--- src/rtl/priority_encoder16to4_pkg.sv ---
// enc_pkg: constants and FSM state type shared by the priority encoder
// slice (top, handshake interface, 8-to-3 sub-encoder).
//   N_REQ       number of request lines (fixed at 16)
//   IDX_W       index width, log2(N_REQ)
//   enc_state_t IDLE / PRESENT handshake states
package enc_pkg;

  localparam int N_REQ = 16;
  localparam int IDX_W = 4;

  typedef enum logic [0:0] {
    IDLE    = 1'b0,
    PRESENT = 1'b1
  } enc_state_t;

endpackage

--- src/rtl/priority_encoder16to4_if.sv ---
// priority_encoder16to4_if: request/handshake bundle for the priority encoder.
//   enable  capture enable              (master -> slave)
//   req     request lines               (master -> slave)
//   mask    selection exclusion mask    (master -> slave)
//   ack     consumer accepts idx        (master -> slave)
//   clr_ovf clears the overrun flag     (master -> slave)
//   idx     presented index             (slave -> master)
//   valid   idx is meaningful           (slave -> master)
//   pending current pending register    (slave -> master)
//   ovf     sticky overrun flag         (slave -> master)
interface priority_encoder16to4_if;
  import enc_pkg::*;

  logic             enable;
  logic [N_REQ-1:0] req;
  logic [N_REQ-1:0] mask;
  logic             ack;
  logic             clr_ovf;
  logic [IDX_W-1:0] idx;
  logic             valid;
  logic [N_REQ-1:0] pending;
  logic             ovf;

  modport master (
    output enable, req, mask, ack, clr_ovf,
    input  idx, valid, pending, ovf
  );

  modport slave (
    input  enable, req, mask, ack, clr_ovf,
    output idx, valid, pending, ovf
  );

endinterface

--- src/rtl/priority_encoder16to4_enc8.sv ---
// priority_encoder8to3: combinational 8-to-3 priority encoder.
//   in   input lines, bit 7 is highest priority
//   idx  index of the highest set bit (0 when nothing is set)
//   any  at least one input bit is set
module priority_encoder8to3 (
  input  logic [7:0] in,
  output logic [2:0] idx,
  output logic       any
);

  // Ascending scan: the last hit, i.e. the highest set bit, wins.
  always_comb begin
    idx = 3'd0;
    for (int i = 0; i < 8; i++) begin
      if (in[i]) idx = 3'(i);
    end
  end

  assign any = |in;

endmodule

--- src/rtl/priority_encoder16to4.sv ---
// priority_encoder16to4: registered 16-to-4 priority encoder with sticky
// request capture and a valid/ack handshake.
//   clk    sole clock, rising edge
//   rst_n  asynchronous active-low reset
//   bus    slave side of priority_encoder16to4_if
//            in:  enable, req, mask, ack, clr_ovf
//            out: idx, valid, pending, ovf (all direct register outputs)
module priority_encoder16to4
  import enc_pkg::*;
(
  input logic                     clk,
  input logic                     rst_n,
  priority_encoder16to4_if.slave  bus
);

  enc_state_t       state_reg, state_next;
  logic [IDX_W-1:0] idx_reg, idx_next;
  logic             valid_reg, valid_next;
  logic [N_REQ-1:0] pending_reg, pending_next;
  logic             ovf_reg, ovf_next;

  logic [N_REQ-1:0] clear_vec;
  logic [N_REQ-1:0] req_cap;
  logic [N_REQ-1:0] sel;
  logic [2:0]       hi_idx, lo_idx;
  logic             hi_any, lo_any;
  logic [IDX_W-1:0] winner;

  // The presented line is dropped only on a real acknowledge.
  assign clear_vec = (bus.ack && valid_reg) ? ({{(N_REQ-1){1'b0}}, 1'b1} << idx_reg)
                                            : '0;
  assign req_cap   = bus.enable ? bus.req : '0;

  // OR-ing the new requests after the clear makes a same-cycle re-request win.
  assign pending_next = (pending_reg & ~clear_vec) | req_cap;

  // A request that hits a still-pending line (not being cleared now) is lost.
  // Set takes precedence over clr_ovf.
  assign ovf_next = (|(req_cap & pending_reg & ~clear_vec)) ? 1'b1 :
                    bus.clr_ovf                             ? 1'b0 : ovf_reg;

  assign sel = pending_reg & ~bus.mask;

  priority_encoder8to3 u_hi (
    .in  (sel[15:8]),
    .idx (hi_idx),
    .any (hi_any)
  );

  priority_encoder8to3 u_lo (
    .in  (sel[7:0]),
    .idx (lo_idx),
    .any (lo_any)
  );

  assign winner = {hi_any, hi_any ? hi_idx : lo_idx};

  // Once PRESENT, idx is frozen: no preemption and mask changes are ignored.
  always_comb begin
    state_next = state_reg;
    idx_next   = idx_reg;
    valid_next = valid_reg;
    case (state_reg)
      IDLE: begin
        if (hi_any || lo_any) begin
          idx_next   = winner;
          valid_next = 1'b1;
          state_next = PRESENT;
        end
      end
      PRESENT: begin
        if (bus.ack) begin
          valid_next = 1'b0;
          state_next = IDLE;
        end
      end
      default: begin
        valid_next = 1'b0;
        state_next = IDLE;
      end
    endcase
  end

  always_ff @(posedge clk or negedge rst_n) begin
    if (!rst_n) begin
      state_reg   <= IDLE;
      idx_reg     <= '0;
      valid_reg   <= 1'b0;
      pending_reg <= '0;
      ovf_reg     <= 1'b0;
    end else begin
      state_reg   <= state_next;
      idx_reg     <= idx_next;
      valid_reg   <= valid_next;
      pending_reg <= pending_next;
      ovf_reg     <= ovf_next;
    end
  end

  assign bus.idx     = idx_reg;
  assign bus.valid   = valid_reg;
  assign bus.pending = pending_reg;
  assign bus.ovf     = ovf_reg;

endmodule
--- src/flat_wrapper.sv ---
// flat-port wrapper written by rule: the top's interface ports become plain ports
module priority_encoder16to4_flat import enc_pkg::*;
  (clk, rst_n, bus_enable, bus_req, bus_mask, bus_ack, bus_clr_ovf, bus_idx, bus_valid, bus_pending, bus_ovf);
  priority_encoder16to4_if bus_i ();
  input logic clk;
  input logic rst_n;
  input wire logic [$bits(bus_i.enable)-1:0] bus_enable;
  input wire logic [$bits(bus_i.req)-1:0] bus_req;
  input wire logic [$bits(bus_i.mask)-1:0] bus_mask;
  input wire logic [$bits(bus_i.ack)-1:0] bus_ack;
  input wire logic [$bits(bus_i.clr_ovf)-1:0] bus_clr_ovf;
  output wire logic [$bits(bus_i.idx)-1:0] bus_idx;
  output wire logic [$bits(bus_i.valid)-1:0] bus_valid;
  output wire logic [$bits(bus_i.pending)-1:0] bus_pending;
  output wire logic [$bits(bus_i.ovf)-1:0] bus_ovf;
  assign bus_i.enable = bus_enable;
  assign bus_i.req = bus_req;
  assign bus_i.mask = bus_mask;
  assign bus_i.ack = bus_ack;
  assign bus_i.clr_ovf = bus_clr_ovf;
  assign bus_idx = bus_i.idx;
  assign bus_valid = bus_i.valid;
  assign bus_pending = bus_i.pending;
  assign bus_ovf = bus_i.ovf;
  priority_encoder16to4 u_core (.clk(clk), .rst_n(rst_n), .bus(bus_i));
endmodule
--- config.mk ---
export PLATFORM = sky130hd
export DESIGN_NAME = priority_encoder16to4_flat
export DESIGN_NICKNAME = d
export VERILOG_FILES = /design/src/rtl/priority_encoder16to4_pkg.sv /design/src/rtl/priority_encoder16to4_if.sv /design/src/rtl/priority_encoder16to4_enc8.sv /design/src/rtl/priority_encoder16to4.sv /design/src/flat_wrapper.sv
export SDC_FILE = /design/constraint.sdc
export NUM_CORES = 1
export LEC_CHECK = 0
export CAP_MARGIN = 5
export CELL_PAD_IN_SITES_DETAIL_PLACEMENT = 0
export CELL_PAD_IN_SITES_GLOBAL_PLACEMENT = 2
export CORE_ASPECT_RATIO = 1.4
export CORE_MARGIN = 3
export CORE_UTILIZATION = 22
export CTS_CLUSTER_SIZE = 16
export DETAILED_ROUTE_END_ITERATION = 8
export HOLD_SLACK_MARGIN = 0.02
export PLACE_DENSITY_LB_ADDON = 0.08
export SLEW_MARGIN = 10
export SYNTH_ARGS = -nofsm -noshare
export SYNTH_HDL_FRONTEND = slang
export SYNTH_SLANG_ARGS = --single-unit
--- constraint.sdc ---
create_clock -name clk -period 1.6 [get_ports clk]
set_input_delay 0.4 -clock clk [delete_from_list [all_inputs] [get_ports clk]]
set_output_delay 0.4 -clock clk [all_outputs]
set_load 0.005 [all_outputs]
==> summary.md <==
| Metric | Value |
|---|---|
| Fraction of layout instances using a drive strength above 1 | `a little over two fifths` |
| CTS Buffer Depth | `2` |
| LEAKAGE | `1.32 nW` |
| Run status | `complete, but fails checks` |
| Library cells used by synthesis | `38` |
| Routability congestion estimate | `between 0.8 and 0.9` |
| Cell area after synthesis | `approximately 0.0014 sq mm` |
| Clock Sinks | `23` |
| Depth of the CTS H-tree | `1` |
| Routed Wire Length | `5930 um` |
| Synth warn | `0` |
| I/O pins | `59` |
| Final net count | `approximately 330` |
| Width of the die | `between 70 and 80 um` |
| Post-route total power | `1.79 mW` |
| Total of buffers placed on input and output ports | `58` |
| RSZ-0062 raised after global routing | `true` |
| Hold Fails Final Rpt | `0` |
| Total Die Area | `around 0.0075 sq mm` |
| Flip-flop count of the largest register after layout | `16` |
| Routed wire per std cell | `about 16 um` |
| Die Height | `just over 100 um` |
| Maximum frequency from static timing analysis | `between 500 and 600 MHz` |
| Clk Tree Root Cell | `sky130_fd_sc_hd__clkbuf_8` |
| Clock tree from TritonCTS | `built` |
| Number of nets with antenna violations after detailed routing | `0` |
| Number of endpoints failing setup at the final stage | `3` |
| Worst min-delay path category | `in -> async` |
| Via count | `roughly 1700` |
| Arrival time at the worst endpoint | `approximately 2.0 ns` |
| Net count after synthesis | `about 190` |
| Power per standard cell area | `621 mW/mm^2` |
| Antenna violations before repair | `0` |
| Core Util, Final | `roughly 46%` |
| First-pass GRT wire length | `between 9000 and 10000 um` |
| Crit Path Max Fanout | `5` |
| Starting DRT DRC Count | `62` |
| Category of the most critical setup path | `reg -> reg` |
| Portion of the post-synthesis area used by sequential elements | `40.2%` |
| Violated checks | `negative setup slack` |
| Critical path capture point type | `flip-flop` |
| HPWL after detailed placement | `~4500 um` |
| Transition time at the pin with the least slew margin | `0.347 ns` |
| Final WS setup | `-0.241 ns` |
| DRC errors left | `0` |
| Worst setup skew after layout | `approximately 0.0091 ns` |
| Maximum number of pins on one net before global-route repair | `24` |
| Diode insertion count for antenna repair | `0` |
| Clk Latency, worst-skew pair | `around 0.28 ns` |
| Final critical-path share of the clock period | `115%` |
| Peak supply drop | `between 0.3 and 0.4 mV` |
| Number of max-cap violations | `0` |
| Crit path required time | `around 1.8 ns` |
| Residual overflow from global routing | `0` |
| Leading cell type in the layout, fill and taps excluded | `sky130_fd_sc_hd__buf_4` |
| Initial cell density of the core | `22.9%` |
| Routed via count divided by cell count | `roughly 4.8` |
| Overall routing resource usage | `between 10% and 20%` |
| Number of max-slew violations in the final report | `0` |
| Most used cells in the layout excluding fill and tap cells | `sky130_fd_sc_hd__buf_4, sky130_fd_sc_hd__dlygate4sd2_1, sky130_fd_sc_hd__nand2_1` |
| Standard-cell rows | `34` |
| Final sum of negative setup slack | `-0.411 ns` |
| Avg Synthesized Cell Area | `9.17 sq um` |
| Clock transition at the registers of the reported paths | `about 0.1 ns` |
| Vias in the first global route | `1862` |
| Cells after Synth | `between 150 and 200` |
| Minimum clock period after layout | `between 1.5 and 2 ns` |
| Number of synthesized register bits | `23` |
| Std-Cell Core Area | `between 0.006 and 0.007 sq mm` |
| CP Launch Type | `flip-flop` |
| Number of iterations in the first detailed-routing pass | `4` |
| Max_slew headroom | `76.6%` |
| Post-synthesis to final-layout area growth | `101%` |
| Number of clock buffers inserted by TritonCTS | `3` |
## cells by family (layout without fill, tap and decap cells)
family | after synthesis | after routing | share of synthesized area, %
AND/OR/NAND/NOR | 75 | 75 | 28.0
flip-flops | 23 | 23 | 40.2
AO/OA/AOI/OAI | 47 | 47 | 26.2
buffers and inverters | 11 | 145 | 5.51
## final cells by class
cell class / instances / area (sq um)
multi-input combinational: 122 / 965
tap: 72 / 90.1
fill: 620 / 3380
clock inverter: 1 / 5.00
clock buffer: 3 / 41.3
timing repair buffer: 136 / 1170
sequential: 23 / 582
inverter: 5 / 18.8
## path summary, 6_finish.rpt
path                                             from                endpoint  slack [ns]  cells after the start
max in group asynchronous                       rst_n  u_core.bus.pending[14]        0.83                      2
worst max register to register      u_core.bus.idx[2]          u_core.bus.ovf       -0.24                      5
worst min register to register  u_core.bus.pending[1]   u_core.bus.pending[1]        0.62                      2
worst max-delay path                u_core.bus.idx[2]          u_core.bus.ovf       -0.24                      5
worst min-delay path                            rst_n   u_core.bus.pending[7]        0.49                      2
min in group clk                u_core.bus.pending[1]   u_core.bus.pending[1]        0.62                      2
## critical path, cell delays in order, from the launching register on
cell and delay [ns]:
sky130_fd_sc_hd__dfrtp_2 0.46, sky130_fd_sc_hd__and4b_2 0.35, sky130_fd_sc_hd__a31o_1 0.18, sky130_fd_sc_hd__o22a_1 0.15, sky130_fd_sc_hd__o2111ai_2 0.12, sky130_fd_sc_hd__or4_1 0.47
## synth_stat cells, drive strengths merged
cell / instances / share of area (%)
o21a: 2 / 1.0
a21bo: 1 / 0.70
inv: 5 / 1.3
nand2: 24 / 6.3
o22a: 1 / 0.61
buf: 5 / 3.9
o22ai: 2 / 0.87
a31o: 1 / 0.61
nand2b: 7 / 3.1
o21ai: 3 / 1.0
a22o: 10 / 6.1
or4: 1 / 0.53
dfrtp: 23 / 40
o31ai: 2 / 1.0
nor3: 1 / 0.35
o2111ai: 3 / 1.8
and4bb: 1 / 0.87
nor4: 3 / 1.7
a21oi: 12 / 4.2
a41oi: 3 / 2.4
nor2: 9 / 2.4
and4b: 2 / 1.4
a2111oi: 2 / 2.1
a31oi: 2 / 1.9
nand3: 8 / 2.8
and2b: 1 / 0.53
o21bai: 1 / 0.53
clkbuf: 1 / 0.26
nor2b: 15 / 6.7
nand4: 3 / 1.3
o31a: 2 / 1.2
## where the power goes
group	switching, mW	internal [mW]	total (mW)
Combinational	0.294	0.416	0.710
Sequential	0.0522	0.627	0.680
Clock	0.222	0.175	0.397
## routing by layer
metal	vias up	track usage [%]	part of all wire [%]
li1	840	-	-
met1	834	20.4	41
met2	44	29.7	54
met3	6	1.79	3.5
met4	0	3.35	1.5
met5	-	0	0
## stage by stage
| step | instance area [sq um] | instances | setup slack, ns | hold WS [ns] |
|---|---|---|---|---|
| CTS | 2730 | 358 | -0.257 | 0.498 |
| global placement | 2530 | 343 | -0.700 | 0.547 |
| detailed placement | 2530 | 343 | -0.755 | 0.554 |
| global route | 2880 | 362 | -0.330 | 0.513 |
| finish | 2880 | 362 | -0.241 | 0.491 |
| floorplan | 1440 | 156 | -0.127 | 0.104 |
## timing repair
| item | in CTS | in global routing |
|---|---|---|
| buffers inserted | 11 | 4 |
| hold buffers | 0 | 0 |
| resized for setup | 61 | 26 |
| pin swaps | 10 | 9 |
| setup endpoints to repair | 29 | 12 |
(Power assumes the default switching activity.)
